`src/rtl/serial_subtractor_pkg.sv`:
```
// rtl/serial_subtractor_pkg.sv - shared state encoding and helpers for the bit-serial subtractor
// Purpose: FSM state type shared by the serial arithmetic blocks.
// Ports: none (package).
package serial_subtractor_pkg;

  // Fixed 2-bit encoding so a future serial_adder can reuse the same values.
  typedef enum logic [1:0] {
    S_IDLE = 2'd0,
    S_RUN  = 2'd1,
    S_DONE = 2'd2
  } state_e;

  // Counter width: ceil(log2(width)), never less than one bit.
  function automatic int cnt_width(input int width);
    return (width > 1) ? $clog2(width) : 1;
  endfunction

endpackage

```
`src/rtl/full_subtractor.sv`:
```
// rtl/full_subtractor.sv - combinational one-bit full subtractor cell
// Purpose: diff = a ^ b ^ bin, bout = borrow out of (a - b - bin).
// Ports:
//   bout  out 1  borrow out
//   diff  out 1  difference bit
//   a     in  1  minuend bit
//   b     in  1  subtrahend bit
//   bin   in  1  borrow in
module full_subtractor (
  output logic bout,
  output logic diff,
  input  logic a,
  input  logic b,
  input  logic bin
);

  logic d1;
  logic b1;
  logic b2;

  // First half-subtractor stage: a - b.
  assign d1 = a ^ b;
  assign b1 = ~a & b;

  // Second half-subtractor stage: (a - b) - bin.
  assign diff = d1 ^ bin;
  assign b2   = ~d1 & bin;

  assign bout = b1 | b2;

endmodule

```
`src/rtl/serial_subtractor.sv`:
```
// rtl/serial_subtractor.sv - bit-serial unsigned subtractor, LSB first, WIDTH cycles per result
// Purpose: computes diff = a - b mod 2^WIDTH and bout = (a < b) with one full-subtractor cell.
// Ports:
//   clk    in  1      rising-edge clock
//   rst_n  in  1      synchronous active-low reset
//   start  in  1      request, sampled only when not busy
//   a      in  WIDTH  minuend, captured on accepted start
//   b      in  WIDTH  subtrahend, captured on accepted start
//   busy   out 1      subtraction in progress
//   done   out 1      one-cycle pulse, diff/bout valid
//   diff   out WIDTH  registered difference, held until next done
//   bout   out 1      registered final borrow, held with diff
module serial_subtractor
  import serial_subtractor_pkg::*;
#(
  parameter int WIDTH = 8
) (
  input  logic             clk,
  input  logic             rst_n,
  input  logic             start,
  input  logic [WIDTH-1:0] a,
  input  logic [WIDTH-1:0] b,
  output logic             busy,
  output logic             done,
  output logic [WIDTH-1:0] diff,
  output logic             bout
);

  localparam int CW = cnt_width(WIDTH);
  localparam logic [CW-1:0] CNT_LAST = CW'(WIDTH - 1);

  state_e           state_q, state_d;
  logic [WIDTH-1:0] sa_q, sa_d;
  logic [WIDTH-1:0] sb_q, sb_d;
  logic [WIDTH-1:0] res_q, res_d;
  logic             borrow_q, borrow_d;
  logic [CW-1:0]    cnt_q, cnt_d;
  logic [WIDTH-1:0] diff_q, diff_d;
  logic             bout_q, bout_d;

  logic             bit_diff;
  logic             bit_bout;
  logic [WIDTH-1:0] res_shift;

  full_subtractor u_cell (
    .bout (bit_bout),
    .diff (bit_diff),
    .a    (sa_q[0]),
    .b    (sb_q[0]),
    .bin  (borrow_q)
  );

  // New bit enters at the MSB; after WIDTH shifts bit 0 of the result sits at the LSB.
  // Written as a loop so WIDTH=1 needs no zero-width slice.
  always_comb begin
    res_shift = '0;
    for (int i = 0; i < WIDTH - 1; i++) begin
      res_shift[i] = res_q[i+1];
    end
    res_shift[WIDTH-1] = bit_diff;
  end

  always_comb begin
    state_d  = state_q;
    sa_d     = sa_q;
    sb_d     = sb_q;
    res_d    = res_q;
    borrow_d = borrow_q;
    cnt_d    = cnt_q;
    diff_d   = diff_q;
    bout_d   = bout_q;
    case (state_q)
      S_IDLE, S_DONE: begin
        if (start) begin
          sa_d     = a;
          sb_d     = b;
          borrow_d = 1'b0;
          cnt_d    = '0;
          state_d  = S_RUN;
        end else begin
          state_d = S_IDLE;
        end
      end
      S_RUN: begin
        sa_d     = sa_q >> 1;
        sb_d     = sb_q >> 1;
        res_d    = res_shift;
        borrow_d = bit_bout;
        if (cnt_q == CNT_LAST) begin
          // Final bit: the shifted result is complete this cycle.
          diff_d  = res_shift;
          bout_d  = bit_bout;
          state_d = S_DONE;
        end else begin
          cnt_d = cnt_q + CW'(1);
        end
      end
      default: state_d = S_IDLE;
    endcase
  end

  always_ff @(posedge clk) begin
    if (!rst_n) begin
      state_q  <= S_IDLE;
      sa_q     <= '0;
      sb_q     <= '0;
      res_q    <= '0;
      borrow_q <= 1'b0;
      cnt_q    <= '0;
      diff_q   <= '0;
      bout_q   <= 1'b0;
    end else begin
      state_q  <= state_d;
      sa_q     <= sa_d;
      sb_q     <= sb_d;
      res_q    <= res_d;
      borrow_q <= borrow_d;
      cnt_q    <= cnt_d;
      diff_q   <= diff_d;
      bout_q   <= bout_d;
    end
  end

  assign busy = (state_q == S_RUN);
  assign done = (state_q == S_DONE);
  assign diff = diff_q;
  assign bout = bout_q;

endmodule

```
`config.mk`:
```
export PLATFORM = sky130hd
export DESIGN_NAME = serial_subtractor
export DESIGN_NICKNAME = d
export VERILOG_FILES = /design/src/rtl/serial_subtractor_pkg.sv /design/src/rtl/full_subtractor.sv /design/src/rtl/serial_subtractor.sv
export SDC_FILE = /design/constraint.sdc
export NUM_CORES = 1
export LEC_CHECK = 0
export BUFFER_PORTS_ARGS = -buffer_cell sky130_fd_sc_hd__buf_2
export CORE_ASPECT_RATIO = 0.5
export CORE_MARGIN = 1.5
export CORE_UTILIZATION = 53
export DETAILED_ROUTE_END_ITERATION = 10
export GPL_TIMING_DRIVEN = 0
export HOLD_SLACK_MARGIN = 0.15
export PLACE_DENSITY_LB_ADDON = 0.05
export SETUP_SLACK_MARGIN = 0.1
export SLEW_MARGIN = 25
export SYNTH_ARGS = -nofsm -noshare
export SYNTH_HDL_FRONTEND = slang
export SYNTH_HIERARCHICAL = 1
export SYNTH_SLANG_ARGS = --single-unit
```
`constraint.sdc`:
```
create_clock -name clk -period 1.75 [get_ports clk]
set_input_delay 0.175 -clock clk [delete_from_list [all_inputs] [get_ports clk]]
set_output_delay 0.175 -clock clk [all_outputs]
set_load 0.1 [all_outputs]
```
==> metrics.yaml <==
power:
  vdd_ir_drop_max_mv: 0.465
  power_density_nw_per_um2: 932
  p_total_w: 0.00191
  leakagePower_nw: 0.824
route:
  drc: 0
  vias: 1486
  drt_iter0_drc: 86
  first_pass_iters: 5
  antenna_left: 0
  via_per_inst: 5.35
  wl_per_cell_um: 12.7
  wl_um: 3520
timing:
  worst_pin_slew_ns: 0.489
  setup_violations: 0
  rsz0062_at_grt: "no"
  finalCriticalPeriod_ns: 1.55
  slew_headroom_pct: 67.6
  fin_skew_ns: 0.00605
  drv_slew: 0
  clock.fmax_ghz: 0.647
  timing.final.ws_setup_ns: 0.203
  finalHoldViolations: 0
  fin_crit_sh_pct: 88.4
  tns_ns: 0
floorplan:
  dieArea_um2: 3320
  ios: 30
  num_rows: 13
  floorplan.initialDensity_pct: 58.2
  core_um2: 2700
  fp.dieH_um: 41.5
  fp.dieW_um: 80.0
clock_network:
  clk_latency_ns: 0.29
  cts_setup_buffers: 0
  cts_buffers: 5
  clockBufferDepth: 2
  cts.sinks: 38
  cts_tree: "done"
  clk_pin_slew_ns: 0.08
  cts_root_buffer: "clkbuf_8"
  htreeDepth: 2
setup_path:
  path_max_fanout: 10
  endpoint_kind: "output port"
  r2r_cells: 5
  crit_family: "buffers and inverters"
  regToRegStartpoint: "cnt_q[0]"
  r2r-end: "cnt_q[0]"
  r2r_slack_ns: 0.30
  cpPeakStageDelay_ns: 0.34
  crit_path_end: "busy"
  critPathLaunchType: "flop"
  cp.arrival_ns: 1.37
  slowest_stage: "dfxtp_1"
  cp.required_ns: 1.57
  crit_start: "state_q[1]"
  path_class: "reg2out"
  path_cells: "nand2b_1 -> inv_4 -> buf_4 -> buf_12"
  cp.depth: 4
  crit_buf_inv: 3
placed_design:
  post-place-ws_ns: 0.236
  dp_hpwl_um: 2250
  place_congestion: 0.763
  port_buffers: 28
  dp_cells: 254
synthesis:
  avgSynthCellArea_um2: 8.31
  synth_fa_ha_area_share_pct: 2.87
  synth_cells: 189
  ys_ff_latch: 38
  syn_nets: 211
  yosysUniqueCellTypes: 22
  ys_warn_count: 6
  synth_xor_area_share_pct: 0
  synth.yosys.seq_area_share_pct: 48.4
  synthSimpleGateAreaFrac_pct: 22.2
  syn_area_um2: 1570
  synth_compound_area_share_pct: 21.0
  synthMuxAreaShare_pct: 0
  synth_top_family_by_area: "simple AND/OR/NAND/NOR gates"
finish:
  syn_to_final_growth_pct: 30.4
  diodes: 0
  fin_cells: 278
  layout-drive-gt1-share_pct: 20.3
  fin_nets: 262
grt:
  grt_max_degree: 13
  grt_usage_pct: 23.2
  grt_pass1_wl_um: 5820
  overflow: 0
  antenna_found_initial: 0
  grt_pass1_vias: 1269
job:
  cap_violations: 0
hold_path:
  worstHoldStart: "rst_n"
  min_path_type: "in2reg"
status:
  status: "finished clean"
==> Yosys cell counts <==
cell      count  area share (%)
a21boi_0     18             8.6
a21boi_1      3             1.4
a31oi_1      14             5.6
and3_1        1            0.40
buf_2         5             1.6
buf_4         3             1.4
clkbuf_1      6             1.4
dfxtp_1      38              48
fa_1          1             1.3
ha_1          2             1.6
inv_1         3            0.72
inv_2         1            0.24
nand2_1      56              13
nand2b_1      2            0.80
nand3_1      12             3.8
nand3b_1      3             1.4
nor2b_1       2            0.80
nor3_1        1            0.32
nor3b_1       1            0.48
nor3b_2       1            0.80
o21a_1        2            0.96
o21ai_0      14             4.5
==> logic make-up (layout without fill, tap and decap cells) <==
family	after synthesis	in the layout
AOI/OAI and AO/OA	51	51
buffers and inverters	18	70
and+or+nand+nor	79	79
DFF	38	38
adders and majority gates	3	3
==> timing repair <==
action / 4_1_cts / 5_1_grt
hold buffers: 16 / 0
resized for setup: 2 / 6
setup endpoints to repair: 1 / 2
endpoints found under the hold margin: 16 / 0
==> cell type report <==
class,count,area [µm²]
tap,37,46.3
clock inverter,3,40.0
buffer,14,71.3
clock buffer,5,68.8
sequential,38,762
timing repair buffer,44,315
inverter,4,17.5
fill,210,652
multi-input combinational,133,727
==> worst reg2reg max path: stages (launching register included) <==
cell and delay, ns:
dfxtp_1 0.32, ha_1 0.20, ha_1 0.23, nor3b_2 0.32, nor3b_1 0.09, o21a_1 0.19
==> where the power goes <==
part | leakage (nW) | internal, W | switching [W]
clock network | 0.0579 | 0.000419 | 0.000312
registers | 0.310 | 0.000907 | 0.0000247
logic | 0.456 | 0.000109 | 0.000136
total | 0.824 | 0.00144 | 0.000473
==> sequential cells by signal (all words and copies together), names as in the netlist <==
| name | cells |
|---|---|
| bout | 1 |
| diff | 8 |
| borrow_q | 1 |
| sb_q | 8 |
| sa_q | 8 |
| cnt_q | 3 |
| res_q | 7 |
| state_q | 2 |
==> routing by layer <==
layer | track usage (%) | share of wire [%]
met1 | 30.7 | 48
met2 | 36.0 | 46
met3 | 9.89 | 5.3
met4 | 4.14 | 0.68
met5 | 0 | 0
==> placed cells by master (no fill, tap or decap), types with 2 or more instances in the layout <==
cell and n:
clkinv_2 2, nand3_1 12, inv_1 3, buf_2 32, a31oi_1 14, nand3b_1 3
dlygate4sd3_1 16, ha_1 2, clkbuf_1 5, nand2_1 56, dfxtp_1 37, buf_4 3
nand2b_1 2, o21ai_0 14, a21boi_0 18, a21boi_1 3, o21a_1 2, clkbuf_8 5
==> worst min path at each step <==
stage / depth (start not counted) / to / slack (ns)
detailed placement: 3 / sb_q[4] / 0.44
finish: 3 / sb_q[1] / 0.27
global route: 3 / sb_q[0] / 0.28
CTS: 3 / sb_q[1] / 0.27
floorplan: 2 / sa_q[7] / 0.32
global placement: 3 / sa_q[7] / 0.43
==> per-stage QoR <==
step,cell area (µm²),hold WS (ns),utilization [%]
detailed placement,1760,0.443,65.2
global route,2050,0.284,75.9
floorplan,1570,0.320,-
CTS,2030,0.267,75.3
global placement,1760,0.427,65.2
finish,2050,0.267,75.9
(Power assumes the default switching activity.)
